## src/rtl/spi_ram_ctrl.sv

```systemverilog
// Command decoder and RAM owner behind the SPI slave: write/read address registers, sticky error flag.
// Optional build macro SPI_RAM_AUTO_INC_EN enables address auto-increment after data commands.
module spi_ram_ctrl #(
    parameter int MEM_DEPTH = 256,
    parameter int ADDR_SIZE = 8
) (
    input  logic       clk,
    input  logic       rst_n,
    input  logic [9:0] din,
    input  logic       rx_valid,
    input  logic       err_clr,
    output logic [7:0] dout,
    output logic       tx_valid,
    output logic       cmd_err
);

    // state | meaning
    // IDLE  | no read in flight, tx_valid low
    // FETCH | one cycle: capture mem[rd_addr] into dout
    // HOLD  | dout valid, tx_valid high until the next accepted command
    typedef enum logic [1:0] {IDLE, FETCH, HOLD} state_t;

    localparam int IDX_W = (MEM_DEPTH > 1) ? $clog2(MEM_DEPTH) : 1;

    state_t                 state_q, state_d;
    logic                   rx_valid_q;
    logic [ADDR_SIZE-1:0]   wr_addr_q, wr_addr_d;
    logic [ADDR_SIZE-1:0]   rd_addr_q, rd_addr_d;
    logic                   wr_addr_ok_q, wr_addr_ok_d;
    logic                   rd_addr_ok_q, rd_addr_ok_d;
    logic                   cmd_err_q, cmd_err_d;
    logic [7:0]             dout_q, dout_d;
    logic [7:0]             mem [MEM_DEPTH];

    logic                   accept;
    logic [1:0]             opcode;
    logic [7:0]             payload;
    logic                   addr_in_range;
    logic                   mem_we;
    logic                   err_set;

    assign accept        = rx_valid & ~rx_valid_q;
    assign opcode        = din[9:8];
    assign payload       = din[7:0];
    assign addr_in_range = (32'(payload) < MEM_DEPTH);

`ifdef SPI_RAM_AUTO_INC_EN
    function automatic logic [ADDR_SIZE-1:0] next_addr(input logic [ADDR_SIZE-1:0] a);
        return (a == ADDR_SIZE'(MEM_DEPTH - 1)) ? '0 : a + 1'b1;
    endfunction
`endif

    always_comb begin
        state_d      = state_q;
        wr_addr_d    = wr_addr_q;
        rd_addr_d    = rd_addr_q;
        wr_addr_ok_d = wr_addr_ok_q;
        rd_addr_ok_d = rd_addr_ok_q;
        dout_d       = dout_q;
        mem_we       = 1'b0;
        err_set      = 1'b0;

        case (state_q)
            FETCH: begin
                dout_d  = mem[rd_addr_q[IDX_W-1:0]];
                state_d = HOLD;
`ifdef SPI_RAM_AUTO_INC_EN
                rd_addr_d = next_addr(rd_addr_q);
`endif
            end
            HOLD: begin
                if (accept) begin
                    state_d = IDLE;
                end
            end
            default: ;
        endcase

        // Command decode; a read-data accept overrides the HOLD->IDLE exit above.
        if (accept) begin
            case (opcode)
                2'b00: begin
                    if (addr_in_range) begin
                        wr_addr_d    = ADDR_SIZE'(payload);
                        wr_addr_ok_d = 1'b1;
                    end else begin
                        err_set = 1'b1;
                    end
                end
                2'b01: begin
                    if (wr_addr_ok_q) begin
                        mem_we = 1'b1;
`ifdef SPI_RAM_AUTO_INC_EN
                        wr_addr_d = next_addr(wr_addr_q);
`endif
                    end else begin
                        err_set = 1'b1;
                    end
                end
                2'b10: begin
                    if (addr_in_range) begin
                        rd_addr_d    = ADDR_SIZE'(payload);
                        rd_addr_ok_d = 1'b1;
                    end else begin
                        err_set = 1'b1;
                    end
                end
                default: begin
                    if (rd_addr_ok_q) begin
                        state_d = FETCH;
                    end else begin
                        err_set = 1'b1;
                    end
                end
            endcase
        end

        cmd_err_d = err_set | (cmd_err_q & ~err_clr);
    end

    always_ff @(posedge clk or negedge rst_n) begin
        if (!rst_n) begin
            state_q      <= IDLE;
            rx_valid_q   <= 1'b0;
            wr_addr_q    <= '0;
            rd_addr_q    <= '0;
            wr_addr_ok_q <= 1'b0;
            rd_addr_ok_q <= 1'b0;
            cmd_err_q    <= 1'b0;
            dout_q       <= 8'h00;
        end else begin
            state_q      <= state_d;
            rx_valid_q   <= rx_valid;
            wr_addr_q    <= wr_addr_d;
            rd_addr_q    <= rd_addr_d;
            wr_addr_ok_q <= wr_addr_ok_d;
            rd_addr_ok_q <= rd_addr_ok_d;
            cmd_err_q    <= cmd_err_d;
            dout_q       <= dout_d;
        end
    end

    // RAM contents deliberately survive reset.
    always_ff @(posedge clk) begin
        if (mem_we) begin
            mem[wr_addr_q[IDX_W-1:0]] <= payload;
        end
    end

    assign dout     = dout_q;
    assign tx_valid = (state_q == HOLD);
    assign cmd_err  = cmd_err_q;

endmodule

```

## config.mk

```make
export PLATFORM = sky130hd
export DESIGN_NAME = spi_ram_ctrl
export DESIGN_NICKNAME = d
export VERILOG_FILES = /design/src/rtl/spi_ram_ctrl.sv
export SDC_FILE = /design/constraint.sdc
export NUM_CORES = 2
export LEC_CHECK = 0
export ABC_AREA = 1
export CAP_MARGIN = 40
export CELL_PAD_IN_SITES_DETAIL_PLACEMENT = 0
export CELL_PAD_IN_SITES_GLOBAL_PLACEMENT = 1
export CORE_MARGIN = 5
export CORE_UTILIZATION = 53
export DETAILED_ROUTE_END_ITERATION = 8
export GPL_TIMING_DRIVEN = 1
export PLACE_DENSITY_LB_ADDON = 0.1
export SLEW_MARGIN = 20
export SYNTH_ARGS = -nofsm -noshare
export SYNTH_HDL_FRONTEND = slang
export SYNTH_SLANG_ARGS = --single-unit
```

## constraint.sdc

```tcl
create_clock -name clk -period 3.46 [get_ports clk]
set_clock_uncertainty 0.15 [all_clocks]
set_input_delay 0.346 -clock clk [delete_from_list [all_inputs] [get_ports clk]]
set_output_delay 0.346 -clock clk [all_outputs]
set_load 0.03 [all_outputs]
```

* Word level (Yosys, flattened, before mapping)
Memory sizes are Yosys's and may differ from the RTL's. A register that Yosys moved wholly into a read port is not among the register bits.
Cells that the tools add are included.
** Word-level totals
- Input bits :: 14
- Register bits after elaboration :: 22
- Logic and storage cells :: 37
- Bits in writable memories :: 2048
- Output and inout bits :: 10
- Memories :: 1
** Cells by class
- Equal/unequal tests :: 4
- Bitwise logic cells :: 5
- Muxes and demuxes :: 14
- Reductions and logical operators :: 6
** Memories
- mem :: depth 256, bits a word 8, rd ports 1, clocked after Yosys merged registers in 1, wr ports 1, RTL line 33 : logic [7:0] mem [MEM_DEPTH];
** Operators with widths (number)
- 2-to-1 mux 1 bit :: 8
- 2-to-1 mux 2 bit :: 4
- == test 2 x 1 -> 1 bit (second input constant) :: 2
- == test 2 bit (second input constant) :: 2
- one-hot mux 2 bit (2 select lines) :: 1
- AND reduction 2 bit :: 2
- OR reduction 3 bit :: 1
- bitwise AND 1 bit :: 2
- logical NOT 2 bit :: 1
- NOT 1 bit :: 2
- one-hot mux 1 bit (2 select lines) :: 1
- OR reduction 2 bit :: 1
- logical NOT 1 bit :: 1
- bitwise OR 1 bit :: 1

* Longest topological paths before layout
- Word-level depth :: 7
- Mapped depth :: 15
- Depth with buffers taken out :: 11

* Worst setup path before layout
No wires, ideal clock.
- Path kind :: in2reg
- Start point :: input port rx_valid
- End point :: memory mem[102][0] (enable)
- Path buffers :: 1
- Data arrival time :: 1801 ps
- Stages on the path :: 9
- Slack :: 1139 ps
- Cell sequence :: inv_1 > nor2_1 > inv_2 > nor4_1 > inv_1 > nor3_2 > nand2_1 > buf_2 > nor2_1
** Between the ends
- Word-level cells in the longest chain between the ends :: 4
** Ends and longest elaborated chain
- start, declared :: RTL line 10 : input logic rx_valid,
- bitwise AND 1 bit :: RTL line 42 : assign accept = rx_valid & ~rx_valid_q;
- 2-to-1 mux 1 bit :: RTL line 80 : if (accept) begin
- 2-to-1 mux 1 bit :: RTL line 145 : if (mem_we) begin
- 2-to-1 mux 1 bit (not written as such) :: RTL line 146 : mem[wr_addr_q[IDX_W-1:0]] <= payload;
- end, declared :: RTL line 33
Every way passes these cells.

==> metrics.txt <==
status=finished, final reports clean; overall power=about 60 mW; compound-gate portion of the synthesized area=0.00123; CTS resizes=0; register area share after synthesis=0.740; Post-Route WL=239 mm; initial core utilization=0.532; synthesized area per cell=~12 sq um; placeable core area=0.158 sq mm; first-pass GRT wire length=between 300 and 400 mm; max-cap viol count=0; Worst-Margin Slew=slightly below 0.9 ns; CP Launch Type=register; commonest non-fill, non-tap cell in the layout=nand2_1; CP Capture Type=register; register area=0.0623 sq mm; gpl congestion=0.878; most frequent cells in the layout=2102 x nand2_1, 2048 x edfxtp_1, 2043 x nand3_1; TritonCTS clock tree=built; Finish-stage setup viols=0; Seq cells post-synth=2078; Worst slew margin=0.422; CTS Buf Count=209; Max VDD drop=between 0.4 and 0.5 mV; Hold Fails Final Rpt=0; M3 GR Usage=0.0490; clk sinks=2078; Area growth, synth to finish=15.0%; CP arrival=3.78 ns; Total GRT Usage=0.282; Reg clk slew, reported paths=0.06 ns; top cells by area, synth=edfxtp_1 73%, nand3_1 12%, nand2_1 9.5%; WS Path Type=register to register; layout cell share with drive strength beyond 1=0.113; Synth Instances=7058; Required @ worst endpoint=3.99 ns; Final Slew Violations=0; Initial DRC Count=6243; Chip Width=approximately 410 microns; area leader, netlist=edfxtp_1; Tmin final=3.24 ns; critical-path cell list=inv_8, buf_4, nand3_1, nand3_1, nand3_1, nand3_1, nand3_1, nand3_1, nand3_1, nand3_1, nand2_1; final antenna-violating net count=0; Achievable Freq=a little over 300 MHz; per-cell routed wire length=24.9 microns; Post-Syn Area=~0.084 sq mm; Hold Path Class=primary input to register; die extent in y=408 microns; CP max stage delay=0.65 ns; htree depth=4; die area=0.167 sq mm; post-DP HPWL=142 mm; share of the synthesized area in the top cell type=0.731; main combinational cell family by area after synthesis=simple AND/OR/NAND/NOR gates; XOR/XNOR share of the synthesized area=0; power density over the cells=631 mW/mm^2; vias per cell=5.82; Antenna Cells=0; DR vias=55681; Port Buffers=23; Cell Rows=146; crit path max-delay cell type=dfrtp_4; hold slack=0.163 ns; 1st-pass router iterations=6; CTS Buffer Depth=3; post-synthesis cell type count=22; GR Util met2=0.456; drc violations=0; met1 usage=0.398; Final Util=0.612; mux contribution to synthesized area=0; Synth Area in Adders=0.000446; final layout net count=7343; RSZ-0062 raised after global routing=no; LEAKAGE=~35 nW; initial antenna violation count=3; worst-path maximum fanout=36; CP most frequent cell=nand3_1; Simple-Gate Fraction of Synth Area=0.229; vias in the first global route=53765; Most Crowded Layer GR=met2; CTS Root Cell=clkbuf_16; # IOs=24; grt ovf=0; syn nets=7075; Fillers=12403; clk_lat worst skew=0.82 ns; Multi-input gate area=0.0194 sq mm; Synthesis Warnings=0; fin crit share=0.938; pin count of the biggest net entering global routing=140
logic make-up (layout without fill, tap and decap cells):
group	count (synthesis)	after routing
AOI/OAI and AO/OA	20	20
adders and majority gates	3	3
buffers and inverters	522	967
DFF	2078	2078
and+or+nand+nor	4435	4435
area by class of cell:
cell class	instances	share of cell area
clock buffer	258	0.0575
clock inverter	130	0.0140
inverter	38	0.00182
multi-input combinational	4458	0.201
sequential	2078	0.644
tap	2072	0.0268
timing repair buffer	541	0.0554
state kept, by name, summed over array words and instances, names as in the netlist:
signal        cells
mem            2048
rd_addr_q         8
rx_valid_q        1
state_q           2
dout              8
wr_addr_q         8
rd_addr_ok_q      1
wr_addr_ok_q      1
cmd_err           1
layer usage:
metal	routed length [microns]	up-vias	share of wire
li1	-	25624	-
met1	99400	27440	0.42
met2	113000	2232	0.47
met3	18700	385	0.078
met4	7460	0	0.031
met5	0	-	0
timing repair:
| item | 4_1_cts | 5_1_grt |
|---|---|---|
| hold buffers | 14 | 0 |
| endpoints found under the hold margin | 522 | 0 |
| buffers inserted | 0 | 0 |
power breakdown:
group	total (mW)	switching (mW)	internal [mW]
registers	28.0	0.219	27.7
logic	10.3	7.52	2.81
clock network	22.7	9.43	13.3
stage by stage:
stage	instances	area, sq um	worst slack (ns)	TNS (ns)
detailed placement	9173	89700	0.0105	0
CTS	9575	96700	0.344	0
finish	9575	96700	0.216	0
global placement	9167	89600	-0.0600	-0.478
floorplan	7058	84100	1.14	0
global route	9575	96700	0.136	0
worst max-delay path, delay by kind of cell, from the launching register on:
kind	cells	cell delay (ns)
DFF	1	0.65
buffers and inverters	2	0.74
and+or+nand+nor	9	1.49
synthesized netlist by cell type (all sizes together):
library cell and number:
dfrtp 30, nor3 5, o21ai 17, clkinv 1
nor4 2, nand2 2118, ha 3, edfxtp 2048
inv 37, clkbuf 99, a21oi 2, nand3 2043
buf 385, o32ai 1, or2 1, nor2 266
final timing paths:
| check | cells after the start | end | slack [ns] | from |
|---|---|---|---|---|
| setup reg to reg | 11 | dout[2] | 0.22 | rd_addr_q[1] |
| hold reg to reg | 2 | rd_addr_ok_q | 0.33 | rd_addr_ok_q |
| setup / recovery | 11 | dout[2] | 0.22 | rd_addr_q[1] |
| hold / removal | 4 | state_q[1] | 0.16 | din[8] |
| max in group asynchronous | 4 | rd_addr_q[3] | 1.35 | rst_n |
| min in group asynchronous | 3 | rd_addr_q[2] | 0.51 | rst_n |
No activity file was read; power rests on OpenSTA's default activity.
